File: config.mk
export PLATFORM = sky130hd
export DESIGN_NAME = avr_cpu_alu
export DESIGN_NICKNAME = d
export VERILOG_FILES = /design/src/rtl/avr_cpu_pkg.sv /design/src/rtl/avr_cpu_alu_flags.sv /design/src/rtl/avr_cpu_alu.sv
export SDC_FILE = /design/constraint.sdc
export NUM_CORES = 1
export LEC_CHECK = 0
export CAP_MARGIN = 10
export CORE_AREA = 2 2 82 84
export DETAILED_ROUTE_END_ITERATION = 8
export DIE_AREA = 0 0 84 86
export PLACE_DENSITY = 0.81
export SLEW_MARGIN = 20
export SYNTH_ARGS = -nofsm -noshare
export SYNTH_HDL_FRONTEND = slang
export SYNTH_SLANG_ARGS = --single-unit
File: constraint.sdc
create_clock -name clk -period 6.9 [get_ports clk]
set_input_delay 1.38 -clock clk [delete_from_list [all_inputs] [get_ports clk]]
set_output_delay 1.38 -clock clk [all_outputs]
set_load 0.01 [all_outputs]
File: src/rtl/avr_cpu_pkg.sv
// Purpose: shared constants for the AVR CPU execution stage (op codes, SREG bit indices, FSM states).
// Latency: n/a (package only).
// Backpressure: n/a.
package avr_cpu_pkg;

  // ALU op codes as presented by the decoder
  localparam logic [3:0] OP_ADD  = 4'h0;
  localparam logic [3:0] OP_ADC  = 4'h1;
  localparam logic [3:0] OP_SUB  = 4'h2;
  localparam logic [3:0] OP_SBC  = 4'h3;
  localparam logic [3:0] OP_AND  = 4'h4;
  localparam logic [3:0] OP_OR   = 4'h5;
  localparam logic [3:0] OP_EOR  = 4'h6;
  localparam logic [3:0] OP_MOV  = 4'h7;
  localparam logic [3:0] OP_COM  = 4'h8;
  localparam logic [3:0] OP_NEG  = 4'h9;
  localparam logic [3:0] OP_INC  = 4'hA;
  localparam logic [3:0] OP_DEC  = 4'hB;
  localparam logic [3:0] OP_LSR  = 4'hC;
  localparam logic [3:0] OP_ROR  = 4'hD;
  localparam logic [3:0] OP_ADIW = 4'hE;
  localparam logic [3:0] OP_SBIW = 4'hF;

  // SREG layout {I,T,H,S,V,N,Z,C}
  localparam int SREG_I = 7;
  localparam int SREG_T = 6;
  localparam int SREG_H = 5;
  localparam int SREG_S = 4;
  localparam int SREG_V = 3;
  localparam int SREG_N = 2;
  localparam int SREG_Z = 1;
  localparam int SREG_C = 0;

  // Sets of SREG bits touched by each op class
  localparam logic [7:0] MASK_HSVNZC = 8'h3F;
  localparam logic [7:0] MASK_SVNZC  = 8'h1F;
  localparam logic [7:0] MASK_SVNZ   = 8'h1E;

  typedef enum logic {
    ST_IDLE    = 1'b0,
    ST_WORD_HI = 1'b1
  } alu_state_e;

endpackage

File: src/rtl/avr_cpu_alu_flags.sv
// Purpose: combinational SREG flag generation for the 8-bit ALU ops.
// Latency: purely combinational.
// Backpressure: none.
// Ports: op code, operand bits d7/d3/d0 (Rd) and b7/b3 (Rr/imm), 8-bit result,
//        previous Z (for SBC); outputs new flag values plus a mask of bits the op owns.
module avr_cpu_alu_flags
  import avr_cpu_pkg::*;
(
  input  logic [3:0] op,
  input  logic       d7,
  input  logic       d3,
  input  logic       d0,
  input  logic       b7,
  input  logic       b3,
  input  logic [7:0] res,
  input  logic       z_old,
  output logic [7:0] flag_val,
  output logic [7:0] flag_mask
);

  logic h, v, c, n, z, r7, r3;

  always_comb begin
    r7        = res[7];
    r3        = res[3];
    n         = r7;
    z         = (res == 8'h00);
    h         = 1'b0;
    v         = 1'b0;
    c         = 1'b0;
    flag_mask = 8'h00;
    case (op)
      OP_ADD, OP_ADC: begin
        h         = (d3 & b3) | (b3 & ~r3) | (~r3 & d3);
        v         = (d7 & b7 & ~r7) | (~d7 & ~b7 & r7);
        c         = (d7 & b7) | (b7 & ~r7) | (~r7 & d7);
        flag_mask = MASK_HSVNZC;
      end
      OP_SUB, OP_SBC: begin
        h         = (~d3 & b3) | (b3 & r3) | (r3 & ~d3);
        v         = (d7 & ~b7 & ~r7) | (~d7 & b7 & r7);
        c         = (~d7 & b7) | (b7 & r7) | (r7 & ~d7);
        // SBC chains Z across bytes of a multi-byte compare
        if (op == OP_SBC) z = z_old & z;
        flag_mask = MASK_HSVNZC;
      end
      OP_NEG: begin
        h         = r3 | d3;
        v         = (res == 8'h80);
        c         = (res != 8'h00);
        flag_mask = MASK_HSVNZC;
      end
      OP_AND, OP_OR, OP_EOR: begin
        flag_mask = MASK_SVNZ;
      end
      OP_COM: begin
        c         = 1'b1;
        flag_mask = MASK_SVNZC;
      end
      OP_INC: begin
        v         = (res == 8'h80);
        flag_mask = MASK_SVNZ;
      end
      OP_DEC: begin
        v         = (res == 8'h7F);
        flag_mask = MASK_SVNZ;
      end
      OP_LSR, OP_ROR: begin
        c         = d0;
        v         = n ^ d0;
        flag_mask = MASK_SVNZC;
      end
      default: flag_mask = 8'h00;  // MOV and word ops: no 8-bit flag update
    endcase

    flag_val         = 8'h00;
    flag_val[SREG_H] = h;
    flag_val[SREG_S] = n ^ v;
    flag_val[SREG_V] = v;
    flag_val[SREG_N] = n;
    flag_val[SREG_Z] = z;
    flag_val[SREG_C] = c;
  end

endmodule

File: src/rtl/avr_cpu_alu.sv
// Purpose: AVR execution stage - 8-bit ALU, SREG, write-back, ADIW/SBIW two-cycle sequencing.
// Latency: 8-bit ops write back same cycle, SREG next cycle; word ops 2 cycles, SREG in cycle 2.
// Backpressure: busy high during the high-byte cycle; decoder holds its op, op_valid ignored.
// Ports: clk/rst (sync, active-high); op_valid/op/use_imm/imm/dec_d_addr from decoder;
//        d_addr to register file, d_data/r_data from register file, res/res_we write-back;
//        sreg_wdata/sreg_we I/O write into SREG; sreg, busy outputs.
// Build option: define AVR_ALU_WORD_OPS_EN to enable ADIW/SBIW; otherwise op E/F is a NOP.
module avr_cpu_alu
  import avr_cpu_pkg::*;
(
  input  logic       clk,
  input  logic       rst,
  input  logic       op_valid,
  input  logic [3:0] op,
  input  logic       use_imm,
  input  logic [7:0] imm,
  input  logic [4:0] dec_d_addr,
  output logic [4:0] d_addr,
  input  logic [7:0] d_data,
  input  logic [7:0] r_data,
  output logic [7:0] res,
  output logic       res_we,
  output logic       busy,
  input  logic [7:0] sreg_wdata,
  input  logic       sreg_we,
  output logic [7:0] sreg
);

  logic [7:0] opb;
  logic       c_old;
  logic [7:0] alu_res;
  logic       alu_wr;
  logic [7:0] flag_val;
  logic [7:0] flag_mask;
  logic       word_hi;
  logic       fire;
  logic [7:0] upd_val;
  logic [7:0] upd_mask;
  logic [7:0] sreg_base;

  assign opb   = use_imm ? imm : r_data;
  assign c_old = sreg[SREG_C];
  assign fire  = op_valid & ~word_hi;
  assign busy  = word_hi;

  // 8-bit datapath
  always_comb begin
    alu_res = 8'h00;
    alu_wr  = 1'b1;
    case (op)
      OP_ADD:  alu_res = d_data + opb;
      OP_ADC:  alu_res = d_data + opb + {7'b0, c_old};
      OP_SUB:  alu_res = d_data - opb;
      OP_SBC:  alu_res = d_data - opb - {7'b0, c_old};
      OP_AND:  alu_res = d_data & opb;
      OP_OR:   alu_res = d_data | opb;
      OP_EOR:  alu_res = d_data ^ opb;
      OP_MOV:  alu_res = opb;
      OP_COM:  alu_res = ~d_data;
      OP_NEG:  alu_res = 8'h00 - d_data;
      OP_INC:  alu_res = d_data + 8'h01;
      OP_DEC:  alu_res = d_data - 8'h01;
      OP_LSR:  alu_res = {1'b0, d_data[7:1]};
      OP_ROR:  alu_res = {c_old, d_data[7:1]};
      default: alu_wr  = 1'b0;  // word ops take the separate path below
    endcase
  end

  avr_cpu_alu_flags u_flags (
    .op        (op),
    .d7        (d_data[7]),
    .d3        (d_data[3]),
    .d0        (d_data[0]),
    .b7        (opb[7]),
    .b3        (opb[3]),
    .res       (alu_res),
    .z_old     (sreg[SREG_Z]),
    .flag_val  (flag_val),
    .flag_mask (flag_mask)
  );

`ifdef AVR_ALU_WORD_OPS_EN
  alu_state_e state;
  logic [3:0] base_hi;    // register pair index: base[4:1]
  logic       wcarry;     // carry/borrow out of the low byte
  logic       low_zero;
  logic       word_sub;
  logic       is_word;
  logic [8:0] lo9;
  logic [7:0] hi_res;
  logic       r15, rdh7, wv, wc, wz;

  assign word_hi = (state == ST_WORD_HI);
  assign is_word = (op == OP_ADIW) | (op == OP_SBIW);
  assign lo9     = (op == OP_SBIW) ? ({1'b0, d_data} - {3'b000, imm[5:0]})
                                   : ({1'b0, d_data} + {3'b000, imm[5:0]});
  assign hi_res  = word_sub ? (d_data - {7'b0, wcarry}) : (d_data + {7'b0, wcarry});

  // 16-bit flags: d_data is Rdh during the high-byte cycle
  assign r15  = hi_res[7];
  assign rdh7 = d_data[7];
  assign wv   = word_sub ? (rdh7 & ~r15) : (~rdh7 & r15);
  assign wc   = word_sub ? (r15 & ~rdh7) : (~r15 & rdh7);  // carry/borrow out of bit 15
  assign wz   = low_zero & (hi_res == 8'h00);

  // Force the low address while in reset so the register file never sees a stale pair index
  assign d_addr = (word_hi & ~rst) ? {base_hi, 1'b1} : dec_d_addr;

  always_ff @(posedge clk) begin
    if (rst) begin
      state    <= ST_IDLE;
      base_hi  <= 4'h0;
      wcarry   <= 1'b0;
      low_zero <= 1'b0;
      word_sub <= 1'b0;
    end else begin
      case (state)
        ST_IDLE: begin
          if (fire && is_word) begin
            state    <= ST_WORD_HI;
            base_hi  <= dec_d_addr[4:1];
            wcarry   <= lo9[8];
            low_zero <= (lo9[7:0] == 8'h00);
            word_sub <= (op == OP_SBIW);
          end
        end
        default: state <= ST_IDLE;
      endcase
    end
  end
`else
  assign word_hi = 1'b0;
  assign d_addr  = dec_d_addr;
`endif

  // Write-back and SREG update selection
  always_comb begin
    res      = alu_res;
    res_we   = fire & alu_wr;
    upd_val  = flag_val;
    upd_mask = fire ? flag_mask : 8'h00;
`ifdef AVR_ALU_WORD_OPS_EN
    if (word_hi) begin
      res              = hi_res;
      res_we           = 1'b1;
      upd_mask         = MASK_SVNZC;
      upd_val          = 8'h00;
      upd_val[SREG_S]  = r15 ^ wv;
      upd_val[SREG_V]  = wv;
      upd_val[SREG_N]  = r15;
      upd_val[SREG_Z]  = wz;
      upd_val[SREG_C]  = wc;
    end else if (fire && is_word) begin
      res      = lo9[7:0];
      res_we   = 1'b1;
      upd_mask = 8'h00;  // SREG settles after the high byte
    end
`endif
    if (rst) res_we = 1'b0;
  end

  // An I/O write supplies the bits the ALU is not touching this cycle
  assign sreg_base = sreg_we ? sreg_wdata : sreg;

  always_ff @(posedge clk) begin
    if (rst) sreg <= 8'h00;
    else     sreg <= (sreg_base & ~upd_mask) | (upd_val & upd_mask);
  end

endmodule

# Word level (Yosys, flattened, before mapping)
# Cells that the tools add are included.
# Widths: inputs -> output; s select.
dict set report totals {
  regBits 8
  output_inout_bits 23
  elab_cells 92
}
dict set report classes {
  add_sub_neg 7
  eq_ne 15
  muxes 12
  n_bitwise 46
  reduce_logical 11
}
# cell n
set ops {}
lappend ops {{$pmux 8 s14} 1}
lappend ops {{$eq 4x4->1 const B} 6}
lappend ops {{$mux 8} 3}
lappend ops {{$and 1x1->1} 20}
lappend ops {{$pmux 6 s3} 1}
lappend ops {{$and 8x8->8} 2}
lappend ops {{$eq 4x3->1 const B} 4}
lappend ops {{$not 8->8} 2}
lappend ops {{$or 8x8->8} 2}
lappend ops {{$reduce_or 14->1} 1}
lappend ops {{$or 1x1->1} 11}
lappend ops {{$pmux 1 s5} 2}
lappend ops {{$reduce_or 5->1} 2}
lappend ops {{$add 8x1->8} 1}
lappend ops {{$add 8x1->8 const B} 1}
lappend ops {{$add 8x8->8} 1}
lappend ops {{$and 6x8->8} 1}
lappend ops {{$eq 4x2->1 const B} 2}
lappend ops {{$eq 8x7->1 const B} 1}
lappend ops {{$eq 8x8->1 const B} 1}
lappend ops {{$logic_not 8->1} 1}
lappend ops {{$reduce_bool 8->1} 1}
lappend ops {{$reduce_or 2->1} 4}
lappend ops {{$sub 1x8->8 const A} 1}
lappend ops {{11 further kinds} 19}

# Longest topological paths before layout
dict set report depth {
  ltp_word 11
  mapped_depth 17
  ltp_nobuf 16
}

# Cells and area by module
# A second synthesis with hierarchy kept.
dict set report hier_totals {
  cells_unflattened 454
  hier_area_um2 3304.4
}
# mod n_inst cells_each area_per_inst_um2
set modules_own_cells {}
lappend modules_own_cells {avr_cpu_alu 1 384 2812.7}
lappend modules_own_cells {avr_cpu_alu_flags 1 70 491.7}

# Worst setup path after synthesis
# Ideal clock, no wire load.
dict set report synth_path {
  path_kind {in2out}
  from {in use_imm}
  to {out res[7]}
  arrival_time_ns 4.566
  required_time_ns 5.520
  slack_ns 0.954
  path_stages 13
  path_buffers 1
  cell_sequence {clkbuf_1 > mux2i_1 > inv_1 > ha_1 > fa_1 > and2b_1 > o21ai_1 > xor2_1 > or3_1 > or4_4 > a31o_4 > nor2_8 > inv_1}
}
dict set report synth_between {
  elab_chain_len 4
  word_cells_on_any_way 9
  cone_classes {4 x add/sub; 2 x mux; 3 x bitwise}
}
# item line_no
set synth_rtl {}
lappend synth_rtl {{start: declaration} avr_cpu_alu.sv:15} ;# input logic use_imm,
lappend synth_rtl {{$mux 8 (*)} avr_cpu_alu.sv:41} ;# assign opb = use_imm ? imm : r_data;
lappend synth_rtl {{$sub 8x8->8 or $add 8x8->8 (tied branches)} --}
lappend synth_rtl {{$sub 8x1->8 or $add 8x1->8 (tied branches)} {avr_cpu_alu.sv:54, avr_cpu_alu.sv:52}}
lappend synth_rtl {{$pmux 8 s14 (*)} avr_cpu_alu.sv:50} ;# case (op)
lappend synth_rtl {{end: declaration} avr_cpu_alu.sv:21} ;# output logic [7:0] res,
# Mark *: on every way between the ends. The rest lies on a longest branch, timed or not.

# Final worst setup path
dict set report layout_path {
  from {in d_data[0]}
  to {out res[7]}
}
dict set report layout_between {
  elab_chain_len 3
  word_cells_on_any_way 8
  cone_classes {7 x add/sub; 1 x mux}
}
# item line_no
set layout_rtl {}
lappend layout_rtl {{start: declaration} avr_cpu_alu.sv:19} ;# input logic [7:0] d_data,
lappend layout_rtl {{$sub 8x8->8 or $add 8x8->8 (tied branches)} --}
lappend layout_rtl {{$sub 8x1->8 or $add 8x1->8 (tied branches)} {avr_cpu_alu.sv:54, avr_cpu_alu.sv:52}}
lappend layout_rtl {{$pmux 8 s14 (*)} avr_cpu_alu.sv:50}
# Marked as above.

==> results.json <==
{
  "run_status": "finished, final reports clean",
  "antennaDiodeCount": 0,
  "cp-start-kind": "input pin",
  "first_pass_iters": 5,
  "htree_levels": 1,
  "die_h_um": 86,
  "hp-class": "register to register",
  "dp.final_hpwl_um": 9900,
  "initial_core_util_pct": 52.0,
  "synthFlopType": "dfxtp_1",
  "grt_pass1_wl_um": 19300,
  "vias": 3872,
  "max-vdd-ir-drop_mv": 0.191,
  "grt_pass1_vias": 3695,
  "hold-path-endpoint": "sreg[6]$_SDFFE_PP0P_",
  "ys_async_sr_fraction_pct": 0,
  "post_cts_buffers": 0,
  "ys_types": 81,
  "setup_viol": 0,
  "cts_buffers": 3,
  "numPortBuffers": 57,
  "drc": 0,
  "drtIter0Drc": 377,
  "drive_above_1_share_pct": 10.0,
  "reg2reg_setup_slack_ns": 3.54,
  "hp-start": "sreg[6]$_SDFFE_PP0P_",
  "pwr-share-comb_pct": 77.0,
  "worst_slew_pin_slew_ns": 0.660,
  "fmax_mhz": 156,
  "clkPwrFrac_pct": 11.8,
  "leakagePower_uw": 0.00170,
  "drv_cap": 0,
  "fin_crit_ns": 6.43,
  "power_uw": 476,
  "io_pins": 69,
  "critical_path_required_ns": 5.52,
  "grtUsageTotal_pct": 33.5,
  "fin_area_sq_um": 4050,
  "synth_area_leaders": "ha_1, dfxtp_1, mux2i_1, xnor2_1, o21ai_0",
  "via_per_inst": 6.73,
  "final_common_cell": "clkdlybuf4s50_1",
  "synthCells": 438,
  "num_rows": 29,
  "synth_nets": 527,
  "nFillCells": 577,
  "cts_tree": "yes",
  "drt_wl_total_um": 12400,
  "timing.setup.tns_ns": 0,
  "final_util_pct": 64.4,
  "postRouteAntennaNets": 0,
  "dpl_cell_area_sq_um": 4000,
  "slew_headroom_pct": 55.9,
  "die-area_sq_um": 7220,
  "rsz0062_at_grt": "false",
  "ys_seq_area_share_pct": 4.90,
  "r2r_cells": 11,
  "hold_violations": 0,
  "gp_congestion": 1.01,
  "synth_largest_area_cell": "ha_1",
  "mostFrequentLayoutCells": "clkdlybuf4s50_1, ha_1, inv_1",
  "ys.warnings.count": 0,
  "worstPathArrival_ns": 5.05,
  "grt_max_degree": 36,
  "power-per-cell-area_nw_per_um2": 118,
  "p_sw_uw": 219,
  "area_growth_pct": 23.9,
  "die_w_um": 84,
  "final_nets": 589,
  "synth_area_per_cell_sq_um": 7.46,
  "synth-edff-count": 0,
  "switching_share_pct": 46.1,
  "syn_area_sq_um": 3270,
  "clk_pin_slew_ns": 0.04,
  "wl_per_cell_um": 21.5,
  "fin_skew_ns": 0.000782,
  "clockBufferDepth": 2,
  "worstSetupPathType": "input pin to output port",
  "synth_top_area_share_pct": 15.3,
  "synth_seq_cells": 8,
  "clock_latency_ns": 0.23,
  "period_share_pct": 93.2,
  "hold_path_depth": 2,
  "pwr-share-seq_pct": 11.2,
  "crit_path_end_kind": "output port",
  "cp_max_fo": 5,
  "antenna_found_initial": 0,
  "cts_root_buf": "clkbuf_8",
  "internal_power_uw": 257,
  "core_area_sq_um": 6280,
  "grt-ovfl-total": 0,
  "slew_viol_final": 0,
  "clock_sinks": 8
}
## area by class of cell
| class | instances | area [sq um] | share of cell area, % |
|---|---|---|---|
| Tap cell | 77 | 96.3 | 2.38 |
| Sequential cell | 8 | 160 | 3.96 |
| Inverter | 33 | 124 | 3.06 |
| Multi-Input combinational cell | 369 | 2840 | 70.2 |
| Clock buffer | 3 | 41.3 | 1.02 |
| Timing Repair Buffer | 85 | 783 | 19.4 |
## cells in the mapped netlist (6+ instances only)
| cell type | number |
|---|---|
| nor3_1 | 13 |
| ha_1 | 40 |
| nor2_1 | 28 |
| clkbuf_1 | 13 |
| o211a_1 | 6 |
| a21oi_1 | 20 |
| a211oi_1 | 13 |
| buf_4 | 7 |
| xnor2_1 | 16 |
| dfxtp_1 | 8 |
| inv_1 | 32 |
| nand3_1 | 17 |
| o21ai_0 | 27 |
| nor2b_1 | 9 |
| mux2i_1 | 15 |
| nor4_1 | 7 |
| nand2_1 | 26 |
## worst max-delay path: stages
cell,delay [ns]
clkdlybuf4s50_1,0.55
inv_1,0.19
ha_1,0.27
fa_1,0.42
xnor2_1,0.39
nand3_1,0.20
nor3b_1,0.36
nand4_1,0.17
xnor2_1,0.16
nor2_2,0.25
nor2_8,0.06
inv_1,0.09
clkdlybuf4s50_1,0.55
## worst max path at each step
stage	start	end	slack (ns)	cells after the start
final	d_data[0]	res[7]	0.47	13
after global routing	op[1]	res[7]	0.24	15
after CTS	use_imm	res[7]	0.16	14
after detailed placement	use_imm	res[7]	0.17	14
after global placement	use_imm	res[7]	0.26	14
after floorplan	use_imm	res[7]	0.95	13
## stage by stage
step	hold WS, ns	cells	setup slack [ns]
after floorplan	0.532	438	0.954
after global placement	0.478	572	0.263
after detailed placement	0.494	572	0.170
after CTS	0.503	575	0.157
after global routing	0.545	575	0.239
final	0.502	575	0.472
## kinds of logic (layout without fill, tap and decap cells)
kind of cell    after synthesis  count (layout)  share of synthesized area [%]
buf+inv                      61             121                           8.12
xor+xnor                     20              20                           6.21
other cells                   1               1                          0.115
mux                          20              20                           7.01
flops                         8               8                           4.90
fa+ha+maj                    43              43                           17.2
simple gates                146             146                           24.6
compound gates              139             139                           31.9
## metal layers
layer  GRT usage (%)  share of wire (%)
met1            41.8                 40
met3            5.39                8.8
met4            15.1                5.0
met5               0                  0
met2            57.0                 46
## power groups by stage
stage | Clock, uW | Sequential (uW) | Combinational (uW)
finish | 56.1 | 53.4 | 366
global route | 60.1 | 53.6 | 393
CTS | 57.2 | 53.2 | 359
detailed placement | 0 | 53.9 | 357
global placement | 0 | 53.7 | 352
floorplan | 0 | 54.8 | 225
## repair_timing
action	CTS	global route
resized for setup	0	1
setup endpoints to repair	0	1
hold buffers	0	0
Power figures use the tool's default switching activity.
==> patch 1: new RTL, config.mk and constraints unchanged <==
Build with the macro `AVR_ALU_WORD_OPS_EN` defined.
--- a/src/rtl/avr_cpu_alu.sv
+++ b/src/rtl/avr_cpu_alu.sv
@@ -5,6 +5,8 @@
 //        d_addr to register file, d_data/r_data from register file, res/res_we write-back;
 //        sreg_wdata/sreg_we I/O write into SREG; sreg, busy outputs.
 // Build option: define AVR_ALU_WORD_OPS_EN to enable ADIW/SBIW; otherwise op E/F is a NOP.
+`define AVR_ALU_WORD_OPS_EN
+
 module avr_cpu_alu
   import avr_cpu_pkg::*;
 (
Check against the original RTL: not equivalent (Yosys sat finds a counterexample within 4 cycles, from zero or initial values and one cycle with rst high).
==> patch 1 against the unedited design <==
Worst setup slack got worse by 0.45 ns; total power increased by 45%; routed wire length increased by 40%; critical path type unchanged; fmax decreased by 6.5%; global-route usage increased by 12 points; non-clock buffer count increased by 24; sequential power increased by 91%; sequential cell count increased by 8; synthesized area increased by 38%; clock skew about the same; cell area increased by 36%; critical path depth increased by 1.
==> patch 1: results (changes against the unedited design) <==
{
  "max_slew_margin": {"value": 37.5, "unit": "%", "change": "was 55.9%"},
  "clock-skew-final": {"value": 0.00125, "unit": "ns", "change": "was 0.000782 ns"},
  "place_congestion": {"value": 1.19, "change": "was 1.01"},
  "rr_worst_depth": {"value": 13, "change": "was 11"},
  "clk_pin_slew_worst_paths": {"value": 0.06, "unit": "ns", "change": "was 0.04 ns"},
  "vdd_drop_max": {"value": 0.000136, "unit": "V", "change": "was 0.000191 V"},
  "status": {"value": "finished clean", "change": "unchanged"},
  "port-buffer-count": {"value": 68, "change": "was 57"},
  "main_flop_type_after_synthesis": {"value": "dfxtp_1", "change": "unchanged"},
  "worst_hold_path.endpoint": {"value": "base_hi[0]", "change": "was sreg[6]"},
  "setup.reg_to_reg.worst_slack": {"value": 3.23, "unit": "ns", "change": "was 3.54 ns"},
  "synth_seq_area_share": {"value": 7.12, "unit": "%", "change": "was 4.90%"},
  "hold_path_startpoint": {"value": "base_hi[0]", "change": "was sreg[6]"},
  "worst_hold_path.num_cells": {"value": 2, "change": "unchanged"},
  "post_synth_main_area_contributors": {"value": "ha_1 16%, dfxtp_1 7.1%, xnor2_1 6.2%", "change": "was ha_1 15%, dfxtp_1 4.9%, mux2i_1 4.6%"},
  "routed_wl": {"value": 17300, "unit": "um", "change": "was 12400 um"},
  "timing.critical_path.slowest_cell_delay_ns": 0.56,
  "yosysUniqueCellTypes": {"value": 82, "change": "was 81"},
  "grt_pass1_vias": {"value": 5403, "change": "was 3695"},
  "grt_use_total": {"value": 46.0, "unit": "%", "change": "was 33.5%"},
  "synth_fp_nets": {"value": 713, "change": "was 527"},
  "dp_hpwl": {"value": 13400, "unit": "um", "change": "was 9900 um"},
  "detail_route.first_pass.iterations": {"value": 7, "change": "was 5"},
  "detail_route.iter0.violations": {"value": 1038, "change": "was 377"},
  "layout_cell_share_with_drive_strength_beyond_1": {"value": 13.2, "unit": "%", "change": "was 10.0%"},
  "yosys-top-cells-count": {"value": "56 x ha_1, 50 x nand2_1, 48 x nor2_1, 44 x a21oi_1", "change": "was 40 x ha_1, 32 x inv_1, 28 x nor2_1, 27 x o21ai_0, 26 x nand2_1"},
  "cts.root.buffer_cell": {"value": "clkbuf_8", "change": "unchanged"},
  "grt_max_degree": {"value": 29, "change": "was 36"},
  "total_leakage_power": {"value": 2.29, "unit": "nW", "change": "was 1.70 nW"},
  "cp_max_fo": {"value": 4, "change": "was 5"},
  "grt_pass1_wl": {"value": 26800, "unit": "um", "change": "was 19300 um"},
  "cp.arrival": {"value": 5.50, "unit": "ns", "change": "was 5.05 ns"},
  "nNetsFinal": {"value": 800, "change": "was 589"},
  "cts.repair_timing.setup_buffer_count": {"value": 0, "change": "unchanged"},
  "dr_total_vias": {"value": 5617, "change": "was 3872"},
  "yosysWarningCount": {"value": 0, "change": "unchanged"},
  "clkLatencyLatePin": {"value": 0.26, "unit": "ns", "change": "was 0.23 ns"}
}
[patch 1: cell types whose count changed in the layout (fill, tap and decap cells not counted), moves of 10 or more]
| cell | change |
|---|---|
| clkdlybuf4s50_1 | +11 |
| buf_4 | +13 |
| nor2_1 | +20 |
| a21oi_1 | +23 |
| ha_1 | +15 |
| a21o_1 | +10 |
| xnor2_1 | +16 |
| nand2_1 | +24 |
| mux2_2 | +11 |
[patch 1: cell type report]
cell class / instances / area, sq um
clock buffer: 4 / 55.1
sequential: 16 / 320
timing repair buffer: 109 / 991
multi-input combinational: 530 / 3900
fill: 372 / 793
tap: 77 / 96.3
inverter: 33 / 124
[patch 1: layer usage]
layer / part of all wire, % / up-vias / wire length [um] / GRT usage, %
met5: 0 / - / 0 / 0
met3: 15 / 168 / 2530 / 14.1
met1: 35 / 2503 / 5970 / 53.6
li1: - / 2410 / - / -
met2: 44 / 536 / 7580 / 77.2
met4: 6.9 / 0 / 1200 / 22.0
[patch 1: where the power goes]
part,internal [mW],switching [mW],total (mW)
clock,0.0508,0.0348,0.0856
combinational,0.224,0.280,0.504
sequential,0.0977,0.00441,0.102
total,0.372,0.319,0.691
[patch 1: kinds of logic (layout without fill, tap and decap cells)]
family / Yosys count / in the layout / synth area share, %
flops: 16 / 16 / 7.12
simple gates: 213 / 213 / 25.2
xor+xnor: 43 / 43 / 8.37
buf+inv: 60 / 146 / 6.42
fa+ha+maj: 61 / 61 / 17.8
mux: 25 / 25 / 5.92
compound gates: 188 / 188 / 29.2
[patch 1: worst max path at each step]
stage | from | endpoint | depth (start not counted)
floorplan | use_imm | res[7] | 15
global placement | use_imm | res[7] | 15
detailed placement | use_imm | res[6] | 13
CTS | use_imm | res[7] | 15
global route | imm[2] | res[7] | 16
finish | imm[1] | res[5] | 14
[patch 1: worst reg2reg max path: cells and delay by family, from the launching register on]
family                     cells  cell delay [ns]
and+or+nand+nor                4             1.04
DFF                            1             0.41
xor gates and xnor gates       1             0.17
buffers and inverters          1             0.05
adders and majority gates      2             0.46
AOI/OAI and AO/OA              5             1.45
[patch 1: stage by stage]
step	std cells	setup slack (ns)	hold slack, ns	cell area (sq um)
6_report	769	0.0219	0.472	5480
5_1_grt	769	0.0117	0.499	5480
4_1_cts	769	0.0369	0.471	5470
3_5_place_dp	765	0.0475	0.452	5420
3_3_place_gp	765	0.112	0.442	5420
2_1_floorplan	606	0.892	0.434	4500
==> patch 2: new RTL, same settings <==
Without the edit above. Remove the case item `OP_ADC` of the case on `op`.
--- a/src/rtl/avr_cpu_alu.sv
+++ b/src/rtl/avr_cpu_alu.sv
@@ -49,7 +49,6 @@
     alu_wr  = 1'b1;
     case (op)
       OP_ADD:  alu_res = d_data + opb;
-      OP_ADC:  alu_res = d_data + opb + {7'b0, c_old};
       OP_SUB:  alu_res = d_data - opb;
       OP_SBC:  alu_res = d_data - opb - {7'b0, c_old};
       OP_AND:  alu_res = d_data & opb;
Behaviour: not the same (a bounded check fails within 4 cycles, from zero or initial values and one cycle with rst high).
==> patch 2 against the unedited design <==
Total power fell by 8.7%; synthesized area decreased by 7.9%; sequential power fell by 0.7%; sequential cell count stayed put; non-clock buffer count is 7 lower; cell area shrank 8.4%; worst setup slack got worse by 0.16 ns; routed wire length shrank 15%; largest cell class unchanged.
==> patch 2: results (changes against the unedited design) <==
{
  "status": {"value": "finished clean", "change": "unchanged"},
  "place_congestion": {"value": 0.967, "change": "was 1.01"},
  "layout_cell_share_with_drive_strength_beyond_1": {"value": 8.90, "unit": "%", "change": "was 10.0%"},
  "grt_max_degree": {"value": 40, "change": "was 36"},
  "synth_fp_nets": {"value": 511, "change": "was 527"},
  "layout.non_clock_inverters": {"value": 24, "change": "was 33"},
  "yosysUniqueCellTypes": {"value": 66, "change": "was 81"},
  "met2_track_utilization_from_global_routing": {"value": 46.8, "unit": "%", "change": "was 57.0%"},
  "cp_max_fo": {"value": 15, "change": "was 5"},
  "seqAreaFraction": {"value": 4.32, "unit": "%", "change": "was 3.96%"},
  "dp_hpwl": {"value": 8270, "unit": "um", "change": "was 9900 um"},
  "met1Wirelength": {"value": 4480, "unit": "um", "change": "was 4920 um"},
  "multiplexer_fraction_of_the_synthesized_cell_area": {"value": 5.20, "unit": "%", "change": "was 7.01%"},
  "synthAdderAreaFrac": {"value": 17.6, "unit": "%", "change": "was 17.2%"},
  "synth_compound_gate_area_share": {"value": 29.2, "unit": "%", "change": "was 31.9%"},
  "grt_pass1_vias": {"value": 3222, "change": "was 3695"},
  "grt_pass1_wl": {"value": 16500, "unit": "um", "change": "was 19300 um"},
  "detail_route.iter0.violations": {"value": 398, "change": "was 377"},
  "clock-skew-final": {"value": 0.00451, "unit": "ns", "change": "was 0.000782 ns"},
  "multi_input_cells": {"value": 359, "change": "was 369"},
  "post-place-ws": {"value": 0.160, "unit": "ns", "change": "was 0.170 ns"},
  "power.combinational.fraction": {"value": 74.3, "unit": "%", "change": "was 77.0%"},
  "synth_seq_area_share": {"value": 5.32, "unit": "%", "change": "was 4.90%"},
  "nNetsFinal": {"value": 561, "change": "was 589"},
  "post_synth_xor_area_fraction": {"value": 5.24, "unit": "%", "change": "was 6.21%"},
  "yosys-top-cells-count": {"value": "45 x nor2_1, 39 x ha_1, 29 x o21ai_0, 25 x a21oi_1", "change": "was 40 x ha_1, 32 x inv_1, 28 x nor2_1, 27 x o21ai_0, 26 x nand2_1"},
  "hold_path_startpoint": {"value": "sreg[7]", "change": "was sreg[6]"},
  "total_leakage_power": {"value": 1.56, "unit": "nW", "change": "was 1.70 nW"},
  "cpLargestDelayFamily": {"value": "compound AO/OA/AOI/OAI gates", "change": "was buffers and inverters"},
  "pwr.group.sequential": {"value": 0.0530, "unit": "mW", "change": "was 0.0534 mW"},
  "max_slew_margin": {"value": 49.0, "unit": "%", "change": "was 55.9%"},
  "met3_wirelength": {"value": 848, "unit": "um", "change": "was 1090 um"}
}
patch 2: changes by cell type after synthesis, sizes merged, moves of 5 or more:
cell	unedited run	this run
a211oi	14	9
a21oi	21	26
inv	32	24
mux2i	15	10
nand2	26	17
nand3	17	9
nor2	30	45
nor3	13	24
o211a	6	1
o311ai	5	0
patch 2: final timing paths:
kind | endpoint | slack (ns) | depth (start not counted)
worst min register to register | sreg[7] | 0.50 | 2
worst max-delay path | res[7] | 0.31 | 12
worst max register to register | flip-flop | 3.83 | 9
worst min-delay path | sreg[7] | 0.50 | 2
patch 2: stage by stage:
step / power [mW] / instances / cell area (sq um) / utilization, %
detailed placement: 0.367 / 546 / 3660 / 58.2
floorplan: 0.256 / 424 / 3010 / -
global route: 0.464 / 549 / 3700 / 59.0
finish: 0.435 / 549 / 3700 / 59.0
global placement: 0.362 / 546 / 3660 / 58.2
CTS: 0.427 / 549 / 3700 / 58.9
patch 2: what timing repair did:
action                     CTS  global route
setup endpoints to repair    0             3
resized for setup            0             2
hold buffers                 0             0
